`src/rtl/elastic_config_loader_pkg.sv`:
```
// rtl/elastic_config_loader_pkg.sv - shared types and constants for the config loader
package elastic_config_loader_pkg;

  localparam int PE_ID_W   = 4;
  localparam int CTX_W     = 3;
  localparam int NSEL_W    = 2;
  localparam int NMASK_W   = 4;
  localparam int OP_W      = 4;
  localparam int DATA_W    = 32;

  localparam logic [OP_W-1:0] OP_NOP   = 4'd0;
  localparam logic [OP_W-1:0] OP_ADD   = 4'd1;
  localparam logic [OP_W-1:0] OP_SUB   = 4'd2;
  localparam logic [OP_W-1:0] OP_MUL   = 4'd3;
  localparam logic [OP_W-1:0] OP_AND   = 4'd4;
  localparam logic [OP_W-1:0] OP_OR    = 4'd5;
  localparam logic [OP_W-1:0] OP_XOR   = 4'd6;
  localparam logic [OP_W-1:0] OP_PASS  = 4'd7;
  localparam logic [OP_W-1:0] OP_ROUTE = 4'd8;
  localparam logic [OP_W-1:0] OP_MAX   = OP_ROUTE;

  typedef enum logic [2:0] {
    ST_IDLE,
    ST_LOAD,
    ST_SETTLE,
    ST_START,
    ST_RUN
  } loader_state_e;

  // One incoming context record: the ElasticConfigData fields plus routing info
  typedef struct packed {
    logic [PE_ID_W-1:0] pe_id;
    logic [CTX_W-1:0]   context_index;
    logic [NSEL_W-1:0]  input_PE_index_1;
    logic [NSEL_W-1:0]  input_PE_index_2;
    logic [NMASK_W-1:0] output_PE_index;
    logic [OP_W-1:0]    op;
    logic [DATA_W-1:0]  const_data;
    logic               last;
  } config_record_t;

  function automatic logic [CTX_W-1:0] ctx_max(input logic [CTX_W-1:0] a,
                                               input logic [CTX_W-1:0] b);
    return (a > b) ? a : b;
  endfunction

endpackage

```
`src/rtl/elastic_config_loader_decoder.sv`:
```
// rtl/elastic_config_loader_decoder.sv - record legality check and one-hot PE strobe
module config_record_decoder
  import elastic_config_loader_pkg::*;
#(
  parameter int PE_NUM                  = 16,
  parameter int PE_ID_BIT_LENGTH        = 4,
  parameter int CONTEXT_SIZE            = 8,
  parameter int CONTEXT_SIZE_BIT_LENGTH = 3,
  parameter int OPERATION_BIT_LENGTH    = 4
) (
  input  logic [PE_ID_BIT_LENGTH-1:0]        i_pe_id,
  input  logic [CONTEXT_SIZE_BIT_LENGTH-1:0] i_context_index,
  input  logic [OPERATION_BIT_LENGTH-1:0]    i_op,
  output logic                               o_record_ok,
  output logic [PE_NUM-1:0]                  o_strobe
);

  logic w_pe_ok;
  logic w_ctx_ok;
  logic w_op_ok;

  // Widen before comparing so PE_NUM / CONTEXT_SIZE need not be powers of two
  assign w_pe_ok     = 32'(i_pe_id) < PE_NUM;
  assign w_ctx_ok    = 32'(i_context_index) < CONTEXT_SIZE;
  assign w_op_ok     = 32'(i_op) <= 32'(OP_MAX);
  assign o_record_ok = w_pe_ok & w_ctx_ok & w_op_ok;

  // One-hot strobe for the addressed PE; all-zero for a rejected record
  always_comb begin
    o_strobe = '0;
    for (int i = 0; i < PE_NUM; i++) begin
      o_strobe[i] = o_record_ok && (32'(i_pe_id) == i);
    end
  end

endmodule

```
`src/rtl/elastic_config_loader.sv`:
```
// rtl/elastic_config_loader.sv - streams context records into PE config memories
module elastic_config_loader
  import elastic_config_loader_pkg::*;
#(
  parameter int PE_NUM                     = 16,
  parameter int PE_ID_BIT_LENGTH           = 4,
  parameter int NEIGHBOR_PE_NUM            = 4,
  parameter int NEIGHBOR_PE_NUM_BIT_LENGTH = 2,
  parameter int OPERATION_BIT_LENGTH       = 4,
  parameter int DATA_WIDTH                 = 32,
  parameter int CONTEXT_SIZE               = 8,
  parameter int CONTEXT_SIZE_BIT_LENGTH    = 3
) (
  input  logic                                  clk,
  input  logic                                  reset_n,
  input  logic [PE_ID_BIT_LENGTH-1:0]           rec_pe_id,
  input  logic [CONTEXT_SIZE_BIT_LENGTH-1:0]    rec_context_index,
  input  logic [NEIGHBOR_PE_NUM_BIT_LENGTH-1:0] rec_input_PE_index_1,
  input  logic [NEIGHBOR_PE_NUM_BIT_LENGTH-1:0] rec_input_PE_index_2,
  input  logic [NEIGHBOR_PE_NUM-1:0]            rec_output_PE_index,
  input  logic [OPERATION_BIT_LENGTH-1:0]       rec_op,
  input  logic [DATA_WIDTH-1:0]                 rec_const_data,
  input  logic                                  rec_last,
  input  logic                                  rec_valid,
  output logic                                  rec_stop,
  input  logic                                  reload,
  output logic [NEIGHBOR_PE_NUM_BIT_LENGTH-1:0] config_input_PE_index_1,
  output logic [NEIGHBOR_PE_NUM_BIT_LENGTH-1:0] config_input_PE_index_2,
  output logic [NEIGHBOR_PE_NUM-1:0]            config_output_PE_index,
  output logic [OPERATION_BIT_LENGTH-1:0]       config_op,
  output logic [DATA_WIDTH-1:0]                 config_const_data,
  output logic [CONTEXT_SIZE_BIT_LENGTH-1:0]    config_index,
  output logic [PE_NUM-1:0]                     write_config_data,
  output logic                                  start_exec,
  output logic [CONTEXT_SIZE_BIT_LENGTH-1:0]    mapping_context_max_id,
  output logic                                  busy,
  output logic                                  error
);

  loader_state_e                          r_state;
  logic                                   r_stop;
  logic [NEIGHBOR_PE_NUM_BIT_LENGTH-1:0]  r_in1;
  logic [NEIGHBOR_PE_NUM_BIT_LENGTH-1:0]  r_in2;
  logic [NEIGHBOR_PE_NUM-1:0]             r_out_mask;
  logic [OPERATION_BIT_LENGTH-1:0]        r_op;
  logic [DATA_WIDTH-1:0]                  r_const;
  logic [CONTEXT_SIZE_BIT_LENGTH-1:0]     r_index;
  logic [PE_NUM-1:0]                      r_strobe;
  logic                                   r_start;
  logic [CONTEXT_SIZE_BIT_LENGTH-1:0]     r_max_id;
  logic [CONTEXT_SIZE_BIT_LENGTH-1:0]     r_mapping_max;
  logic                                   r_busy;
  logic                                   r_error;

  config_record_t                         w_rec;
  logic                                   w_accept;
  logic                                   w_record_ok;
  logic [PE_NUM-1:0]                      w_strobe;

  assign w_rec = '{
    pe_id:            rec_pe_id,
    context_index:    rec_context_index,
    input_PE_index_1: rec_input_PE_index_1,
    input_PE_index_2: rec_input_PE_index_2,
    output_PE_index:  rec_output_PE_index,
    op:               rec_op,
    const_data:       rec_const_data,
    last:             rec_last
  };

  assign w_accept = rec_valid & ~r_stop;

  config_record_decoder #(
    .PE_NUM                  (PE_NUM),
    .PE_ID_BIT_LENGTH        (PE_ID_BIT_LENGTH),
    .CONTEXT_SIZE            (CONTEXT_SIZE),
    .CONTEXT_SIZE_BIT_LENGTH (CONTEXT_SIZE_BIT_LENGTH),
    .OPERATION_BIT_LENGTH    (OPERATION_BIT_LENGTH)
  ) u_decoder (
    .i_pe_id         (w_rec.pe_id),
    .i_context_index (w_rec.context_index),
    .i_op            (w_rec.op),
    .o_record_ok     (w_record_ok),
    .o_strobe        (w_strobe)
  );

  // Loader FSM with registered config bus, strobe, start pulse and max-id tracking
  always_ff @(posedge clk) begin
    if (!reset_n) begin
      r_state       <= ST_IDLE;
      r_stop        <= 1'b0;
      r_in1         <= '0;
      r_in2         <= '0;
      r_out_mask    <= '0;
      r_op          <= '0;
      r_const       <= '0;
      r_index       <= '0;
      r_strobe      <= '0;
      r_start       <= 1'b0;
      r_max_id      <= '0;
      r_mapping_max <= '0;
      r_busy        <= 1'b0;
      r_error       <= 1'b0;
    end else begin
      r_strobe <= '0;
      r_start  <= 1'b0;
      case (r_state)
        ST_IDLE, ST_LOAD: begin
          if (w_accept) begin
            // A rejected record leaves the config bus untouched
            if (w_record_ok) begin
              r_in1      <= w_rec.input_PE_index_1;
              r_in2      <= w_rec.input_PE_index_2;
              r_out_mask <= w_rec.output_PE_index;
              r_op       <= w_rec.op;
              r_const    <= w_rec.const_data;
              r_index    <= w_rec.context_index;
              r_strobe   <= w_strobe;
            end
            // The first record of a load restarts error and max-id accounting
            if (r_state == ST_IDLE) begin
              r_error  <= ~w_record_ok;
              r_max_id <= w_record_ok ? w_rec.context_index : '0;
            end else begin
              if (!w_record_ok) r_error <= 1'b1;
              if (w_record_ok)  r_max_id <= ctx_max(r_max_id, w_rec.context_index);
            end
            r_busy <= 1'b1;
            if (w_rec.last) begin
              r_state <= ST_SETTLE;
              r_stop  <= 1'b1;
            end else begin
              r_state <= ST_LOAD;
            end
          end
        end
        ST_SETTLE: begin
          r_state       <= ST_START;
          r_start       <= 1'b1;
          r_mapping_max <= r_max_id;
        end
        ST_START: begin
          r_state <= ST_RUN;
          r_busy  <= 1'b0;
        end
        ST_RUN: begin
          if (reload) begin
            r_state <= ST_IDLE;
            r_stop  <= 1'b0;
          end
        end
        default: begin
          r_state <= ST_IDLE;
          r_stop  <= 1'b0;
          r_busy  <= 1'b0;
        end
      endcase
    end
  end

  assign rec_stop                = r_stop;
  assign config_input_PE_index_1 = r_in1;
  assign config_input_PE_index_2 = r_in2;
  assign config_output_PE_index  = r_out_mask;
  assign config_op               = r_op;
  assign config_const_data       = r_const;
  assign config_index            = r_index;
  assign write_config_data       = r_strobe;
  assign start_exec              = r_start;
  assign mapping_context_max_id  = r_mapping_max;
  assign busy                    = r_busy;
  assign error                   = r_error;

endmodule

```
`config.mk`:
```
export PLATFORM = sky130hd
export DESIGN_NAME = elastic_config_loader
export DESIGN_NICKNAME = d
export VERILOG_FILES = /design/src/rtl/elastic_config_loader_pkg.sv /design/src/rtl/elastic_config_loader_decoder.sv /design/src/rtl/elastic_config_loader.sv
export SDC_FILE = /design/constraint.sdc
export NUM_CORES = 1
export LEC_CHECK = 0
export ABC_CLOCK_PERIOD_IN_PS = 1400
export CORE_MARGIN = 5
export CORE_UTILIZATION = 38
export DETAILED_ROUTE_END_ITERATION = 10
export PLACE_DENSITY = 0.87
export SLEW_MARGIN = 30
export SYNTH_ARGS = -nofsm -noshare
export SYNTH_HDL_FRONTEND = slang
export SYNTH_SLANG_ARGS = --single-unit
```
`constraint.sdc`:
```
create_clock -name clk -period 1.4 [get_ports clk]
set_input_delay 0.21 -clock clk [delete_from_list [all_inputs] [get_ports clk]]
set_output_delay 0.21 -clock clk [all_outputs]
set_load 0.03 [all_outputs]
```
## Yosys cells after proc, flatten, opt, wreduce, memory -nomap -nowiden

Cells that the tools add are included.

- Multiplexer cells: 17
- Reductions and logical operators: 29
- Bitwise logic cells: 5
- Magnitude comparators: 2
- Equal/unequal tests: 24

Operators with widths:

| operator | count |
|---|---|
| == test 4 bit, second input constant | 8 |
| two-way mux 3 bit | 6 |
| == test 4 x 3 -> 1 bit, second input constant | 4 |
| logical AND 1 bit | 16 |
| one-hot mux 3 bit (4 select lines) | 1 |
| AND reduction 4 bit | 3 |
| inequality test 2 bit, second input constant | 5 |
| == test 4 x 2 -> 1 bit, second input constant | 2 |
| two-way mux 1 bit | 7 |
| == test 3 x 2 -> 1 bit, second input constant | 2 |
| AND reduction 3 bit | 2 |
| OR reduction 2 bit | 3 |
| == test 4 x 1 -> 1 bit, second input constant | 1 |
| less-or-equal comparator 4 bit, second input constant | 1 |
| zero test 4 bit | 1 |
| inverter 1 bit | 4 |
| AND reduction 2 bit | 2 |
| == test 3 x 1 -> 1 bit, second input constant | 1 |
| == test 3 bit, second input constant | 1 |
| > comparator 3 bit | 1 |
| zero test 3 bit | 1 |
| one-hot mux 1 bit (3 select lines) | 1 |
| two-way mux 2 bit | 1 |
| one-hot mux 1 bit (2 select lines) | 1 |
| 2 further kinds | 2 |

- Flip-flop bits (word level): 76
- Output and inout bits: 70
- Word-level logic and storage cells: 91
- Bits of input ports: 56

## Logic depth before layout (Yosys ltp)

Gate-level depths: netlist (run 1).

- Depth in word-level cells: 4
- Gate-level depth with buffers: 8
- Depth with buffers taken out: 6

## Modules after synthesis

A second synthesis (run 1) with hierarchy kept.

- Cell total of the unflattened synthesis: 337
- Area, all modules: 3159.3 sq um

By module, submodules not included:

| module | instances | cells each | area each (sq um) | sequential area each (sq um) |
|---|---|---|---|---|
| elastic_config_loader | 1 | 310 | 2994.1 | 1521.5 |
| config_record_decoder | 1 | 27 | 165.2 | 0.0 |

## Worst setup path before layout (run 1)

OpenSTA, ideal clock, no wires.

- Path kind: flip-flop to flip-flop
- Start: reg r_stop, in the netlist rec_stop
- End: reg r_error, in the netlist error
- Cell stages (with the launch flop): 5
- Setup time: 0.115 ns
- Period minus slack after synthesis: 1.540 ns
- Path slack: -0.140 ns
- Buffers on the path: 0
- Arrival: 1.425 ns
- Data required time: 1.285 ns
- Cells stage by stage: dfxtp_1 > or4b_1 > o21ai_0 > o21ai_0 > and2_1

- Longest elaborated chain between the ends: 3

RTL lines:

| what | line | text |
|---|---|---|
| from (decl) | elastic_config_loader.sv:41 | `logic r_stop;` |
| from (signal assigned) | elastic_config_loader.sv:91 | `r_stop <= 1'b0;` |
| from (signal assigned) | elastic_config_loader.sv:131 | `r_stop <= 1'b1;` |
| from (signal assigned) | elastic_config_loader.sv:149 | `r_stop <= 1'b0;` |
| inverter 1 bit | elastic_config_loader.sv:71 | `assign w_accept = rec_valid & ~r_stop;` |
| bitwise AND 1 bit | elastic_config_loader.sv:71 |  |
| AND reduction 3 bit (no line) | n/a |  |
| to (signal assigned) | elastic_config_loader.sv:122 | `r_error <= ~w_record_ok;` |
| to (decl) | elastic_config_loader.sv:53 | `logic r_error;` |

No other way between the ends.
A chain may end at the register's enable or synchronous reset.

## Final worst setup path (run 1)

- Start: reg r_stop, in the netlist rec_stop
- End: reg r_const[9], in the netlist config_const_data[9]

- Longest elaborated chain between the ends: 3

RTL lines:

| what | line | text |
|---|---|---|
| inverter 1 bit | elastic_config_loader.sv:71 |  |
| bitwise AND 1 bit | elastic_config_loader.sv:71 |  |
| AND reduction 3 bit (no line) | n/a |  |
| to (signal assigned) | elastic_config_loader.sv:116 | `r_const <= w_rec.const_data;` |
| to (decl) | elastic_config_loader.sv:46 | `logic [DATA_WIDTH-1:0] r_const;` |

No other way between the ends.

==> results of run 1 <==
[power by group through the flow]
stage | Combinational [W] | Sequential [W] | Clock [W]
final | 0.00115 | 0.00232 | 0.00203
after global routing | 0.00123 | 0.00233 | 0.00219
after CTS | 0.00109 | 0.00232 | 0.00207
after detailed placement | 0.00102 | 0.00238 | 0
after global placement | 0.00100 | 0.00237 | 0
after floorplan | 0.000311 | 0.00255 | 0
[what timing repair did]
| item | CTS | global route |
|---|---|---|
| buffers inserted | 5 | 0 |
| resized for setup | 125 | 45 |
| endpoints found under the setup margin | 136 | 67 |
| gates cloned | 3 | 1 |
| pin swaps | 11 | 26 |
[cells by family after synthesis]
group / Yosys count / synth area share
simple gates: 143 / 0.227
flops: 76 / 0.527
compound gates: 63 / 0.162
buf+inv: 26 / 0.0442
mux: 8 / 0.0277
fa+ha+maj: 3 / 0.0130
[sequential cells by signal, summed over array words and instances (netlist names)]
signal                   cells
config_index                 3
mapping_context_max_id       3
start_exec                   1
config_const_data           32
config_op                    4
rec_stop                     1
config_input_PE_index_2      2
r_max_id                     3
config_output_PE_index       4
write_config_data           16
config_input_PE_index_1      2
error                        1
r_state                      3
busy                         1
[worst reg2reg max path, cell delays in order, from the launching register on]
cell	delay (ns)
dfxtp_4	0.36
nor4b_4	0.28
buf_4	0.15
and2_4	0.20
buf_12	0.16
clkbuf_16	0.14
nand2_4	0.04
a21boi_1	0.13
[metal layers]
metal,track usage,wire (µm)
met5,0,0
met4,0.0853,196
met3,0.0739,694
met2,0.304,4410
met1,0.205,3460
[cells in the final DEF, fill, tap and decap left out, drive strengths merged, types with 3 or more instances in the layout]
master	netlist	layout
nor3	7	7
dfxtp	76	76
a21boi	47	47
nor2b	5	5
bufinv	0	3
dlygate4sd2	0	68
clkdlybuf4s50	0	52
nand2	102	102
inv	5	7
clkbuf	12	10
nor2	14	14
ha	3	3
o21ai	4	4
mux2i	8	8
buf	9	36
and2	3	3
[path summary, 6_finish.rpt]
kind                            slack, ns  cells past startpoint                               start                                 end
worst max-delay path                -0.12                      7               rec_stop$_SDFFE_PN0P_   config_const_data[9]$_SDFFE_PN0P_
worst min-delay path                 0.20                      3                           rec_op[1]           config_op[1]$_SDFFE_PN0P_
worst min register to register       0.45                      2  config_const_data[19]$_SDFFE_PN0P_  config_const_data[19]$_SDFFE_PN0P_
worst max register to register      -0.12                      7               rec_stop$_SDFFE_PN0P_   config_const_data[9]$_SDFFE_PN0P_
[final cells by class]
type	count	area (µm²)
Timing Repair Buffer	160	1600
Multi-Input combinational cell	217	1470
Fill cell	596	2340
Inverter	5	18.8
Clock inverter	7	123
Sequential cell	76	1530
Clock buffer	9	124
Tap cell	99	124
[stage by stage]
stage | utilization | area [µm²] | hold WS [ns] | worst slack, ns
2_1_floorplan | - | 2900 | 0.279 | -0.0461
3_3_place_gp | 0.604 | 4430 | 0.440 | -0.499
3_5_place_dp | 0.604 | 4430 | 0.452 | -0.555
4_1_cts | 0.657 | 4810 | 0.300 | -0.148
5_1_grt | 0.680 | 4990 | 0.202 | -0.198
6_report | 0.680 | 4990 | 0.204 | -0.118
==> summary.md, run 1 <==
| Metric | Value |
|---|---|
| Layout cell share with drive strength beyond 1 | 0.226 |
| CTS tree | built |
| Synth Area per Inst | 9.06 µm² |
| First-pass GRT wire length | 14,100 µm |
| Clock share of power | 0.369 |
| Cell with the most instances after synthesis | nand2_1 |
| Max-cap violation count | 0 |
| Std cell rows | 31 |
| Final setup TNS | -4.59 ns |
| Clk buf depth | 2 |
| Worst setup EP type | register |
| Top cell family by delay on the critical path | simple AND/OR/NAND/NOR gates |
| Post-synth ARST share | 0 |
| Die X | 97.2 µm |
| Hold buffers post-CTS | 0 |
| Status | finished, violations left |
| Number of distinct library cells after synthesis | 34 |
| Post-Syn Area | 2890 µm² |
| Routed Wire Length | 8760 µm |
| Total power draw | 0.00550 W |
| CTS sink cnt | 76 |
| Pwr dens | 1100 nW/µm² |
| Die Y-Extent | 97.2 µm |
| Seq pwr share | 0.422 |
| Cell Int Power | 0.00402 W |
| Final antenna-violating net count | 0 |
| Max IR drop VDD | 0.000624 V |
| Synth warn | 0 |
| Non-Filler Instances | 573 |
| Violated checks | negative setup slack |
| Flops & latches, synth | 76 |
| Root Buffer | clkbuf_8 |
| WP buf/inv | 3 |
| Post-synth EDFFs | 0 |
| Syn nets | 378 |
| Worst path max stage delay | 0.36 ns |
| Crit share post-route | 1.08 |
| Final Max Tran Viols | 0 |
| Vias | 2,802 |
| Placed insts | 548 |
| Worst EP arrival | 1.79 ns |
| Synth-to-Final Area Change | 72.7% |
| CTS clk-pin slew, worst paths | 0.08 ns |
| Fmax | 0.659 GHz |
| Io pins | 126 |
| Combinational power share | 0.209 |
| Fin. Hold Viols | 0 |
| Synth area leaders | dfxtp_1 53%, nand2_1 13%, a21boi_0 9.6% |
| Core ar. | 7330 µm² |
| Die Area | 9450 µm² |
| Top FF cell, synth | dfxtp_1 |
| Sw Pwr | 0.00148 W |
| DRT iter0 DRCs | 81 |
| Gate Count Post-Synth | 319 |
| Largest area contributor in the netlist | dfxtp_1 |
| Routed len/inst | 15.3 µm |
| Inserted Diodes | 0 |
| Htree depth | 3 |
| Vias in the first global route | 2,865 |
| Crit path kind | reg -> reg |
| Crit-path slowest cell | dfxtp_4 |
| RSZ-0062 raised after global routing | true |
| Critical path fanouts, max | 7 |
| Crit-path cells | nor4b_4, buf_4, and2_4, buf_12, clkbuf_16, nand2_4, a21boi_1 |
| Final setup margin | -0.118 ns |
| Drc violations | 0 |
| PortBufs | 125 |
| Tightest Hold Check Type | in -> reg |
| Area fraction of the dominant cell type after synthesis | 0.527 |
| Fin crit period | 1.52 ns |
| Clock Latency Late Sink | 0.34 ns |
| P_leak | 2.26 nW |
| Final HPWL DP | 5920 µm |
| Sequential fraction of the synthesis area | 0.527 |
| TritonRoute pass-1 iters | 4 |
| CTS Buf Count | 9 |
| Slew margin rel. | 0.750 |
| Initial antenna violation count | 0 |
| Setup-failing EPs final | 56 |
| Vias/cell | 4.89 |
| Nets | 528 |
| Worst-margin pin slew | 0.370 ns |
| Post-synth top cells | 102 x nand2_1, 76 x dfxtp_1, 37 x a21boi_0 |
| Kind of launch point of the worst setup path | register |
| Largest net degree at the start of global routing | 35 |
| Initial core utilization | 0.394 |
| All-Layer GR Usage | 0.183 |
| Switching share of total power | 0.269 |
| Gr ovfl total | 0 |
| Setup Skew | 0.0106 ns |
| RD Place Congestion | 0.865 |
| Critical Path RT | 1.67 ns |
Note: power is estimated with default switching activity, not from simulation.
==> run 2, diff against run 1 <==
Settings changed: REMOVE_ABC_BUFFERS from default to 1.
==> run 2 against run 1 <==
  * The flow still finishes with violations (negative setup slack)
  * Critical path type unchanged
  * Count of clock-buffer cells in the layout rose by 1
  * Die area did not move
  * Power fell by 4.7%
==> summary.md, run 2 (synthesized netlist as in run 1, its figures left out) <==
| Metric | Value |
|---|---|
| Slew margin rel. | 0.741 |
| Vias in the first global route | 2,940 |
| Commonest non-fill, non-tap cell in the layout | nand2_1 |
| RSZ-0062 raised after global routing | true |
| P_leak | 2.33 nW |
| Status | finished, violations left |
| Initial antenna violation count | 0 |
| Worst-margin pin slew | 0.384 ns |
| Worst EP arrival | 1.82 ns |
| CTS Buf Count | 9 |
| Crit share post-route | 1.10 |
| Max-cap violation count | 0 |
| Routed len/inst | 15.8 µm |
| Synth-to-Final Area Change | 75.8% |
| First-pass GRT wire length | 13,900 µm |
| Fin crit period | 1.54 ns |
| Commonest non-fill, non-tap cells in the layout | 82 x nand2_1, 74 x dfxtp_1, 73 x dlygate4sd2_1 |
| Die Y-Extent | 97.2 µm |
| Top cell family by delay on the critical path | simple AND/OR/NAND/NOR gates |
| Io pins | 126 |
| CTS tree | built |
| All-Layer GR Usage | 0.182 |
| Hold buffers post-CTS | 0 |
| Setup Skew | 0.00695 ns |
| Nets | 537 |
| Critical path fanouts, max | 4 |
| Final HPWL DP | 5910 µm |
| Max IR drop VDD | 0.000648 V |
| Violated checks | negative setup slack |
| Max FFs per register | 32 |
| Worst path max stage delay | 0.54 ns |
| Placed Area | 4390 µm² |
| Crit-path slowest cell | or4b_4 |
| Gr ovfl total | 0 |
| Pwr dens | 1030 nW/µm² |
| Layout cell share with drive strength beyond 1 | 0.248 |
| Total power draw | 0.00524 W |
| WP buf/inv | 0 |
| Die Area | 9450 µm² |
| Fin. Hold Viols | 0 |
| Critical Path RT | 1.68 ns |
| Kind of launch point of the worst setup path | register |
| Worst setup EP type | register |
| DRT iter0 DRCs | 55 |
| Std cell rows | 31 |
| Crit-path cells | nor4b_4, nand2_2, or4b_4, nor2_2 |
| TritonRoute pass-1 iters | 4 |
| Htree depth | 3 |
| Vias/cell | 4.86 |
| Final Max Tran Viols | 0 |
| Core ar. | 7330 µm² |
| CTS clk-pin slew, worst paths | 0.07 ns |
| Clk buf depth | 2 |
| Inserted Diodes | 0 |
| Routed Wire Length | 9200 µm |
| Setup-failing EPs final | 60 |
| Root Buffer | clkbuf_8 |
| Final antenna-violating net count | 0 |
| Final setup margin | -0.142 ns |
| Vias | 2,827 |
| Crit path kind | reg -> reg |
| Largest net degree at the start of global routing | 47 |
| Final instance area | 5080 µm² |
| CTS sink cnt | 76 |
| Fmax | 0.648 GHz |
| Tightest Hold Check Type | in -> reg |
| Drc violations | 0 |
| Fillers | 563 |
| Final setup TNS | -3.40 ns |
| RD Place Congestion | 0.851 |
| Die X | 97.2 µm |
| PortBufs | 125 |
| Hold_ws | 0.321 ns |
| Clock Latency Late Sink | 0.35 ns |
| Initial core utilization | 0.394 |
run 2: worst reg2reg max path: cells and delay by family (launching register included):
| kind | cells | cell delay (ns) |
|---|---|---|
| AND/OR/NAND/NOR | 4 | 1.15 |
| flip-flops | 1 | 0.34 |
run 2: per-stage QoR:
| step | std cells | util | worst slack (ns) |
|---|---|---|---|
| after floorplan | 298 | - | -0.891 |
| after global placement | 550 | 0.599 | -0.470 |
| final | 582 | 0.693 | -0.142 |
| after global routing | 582 | 0.693 | -0.224 |
| after detailed placement | 550 | 0.599 | -0.582 |
| after CTS | 579 | 0.657 | -0.176 |
run 2: area by class of cell:
class                   count  area [µm²]  share of cell area
clock inverters             6        63.8              0.0126
inverters                   5        18.8             0.00370
repair buffers            169        1700               0.335
multi-input cells         217        1510               0.297
flip-flops and latches     76        1520               0.300
well taps                  99         124              0.0244
clock buffers              10         138              0.0271
run 2: path summary, 6_finish.rpt:
path | to | startpoint | slack [ns] | cells after the start
worst max register to register | write_config_data[4]$_SDFF_PN0_ | r_state[1]$_SDFFE_PN0P_ | -0.14 | 4
worst min-delay path | write_config_data[8]$_SDFF_PN0_ | reset_n | 0.32 | 3
worst min register to register | config_const_data[14]$_SDFFE_PN0P_ | config_const_data[14]$_SDFFE_PN0P_ | 0.45 | 2
worst max-delay path | write_config_data[4]$_SDFF_PN0_ | r_state[1]$_SDFFE_PN0P_ | -0.14 | 4
run 2: per-layer routing:
metal	global-route usage	share of wire	vias to the layer above
li1	-	-	1384
met1	0.192	0.39	1332
met2	0.330	0.51	95
met3	0.0790	0.085	16
met4	0.0508	0.016	0
met5	0	0	-
run 2: what timing repair did:
action                     4_1_cts  5_1_grt
setup endpoints to repair      139       72
setup buffers                    9        2
resized for setup              143       57
pin swaps                       23       34
cloned                           4        5
run 2: report_power, final:
part / switching [W] / internal [W] / total [W]
clock: 0.000822 / 0.000868 / 0.00169
sequential: 0.0000592 / 0.00227 / 0.00233
combinational: 0.000624 / 0.000600 / 0.00122
total: 0.00151 / 0.00373 / 0.00524
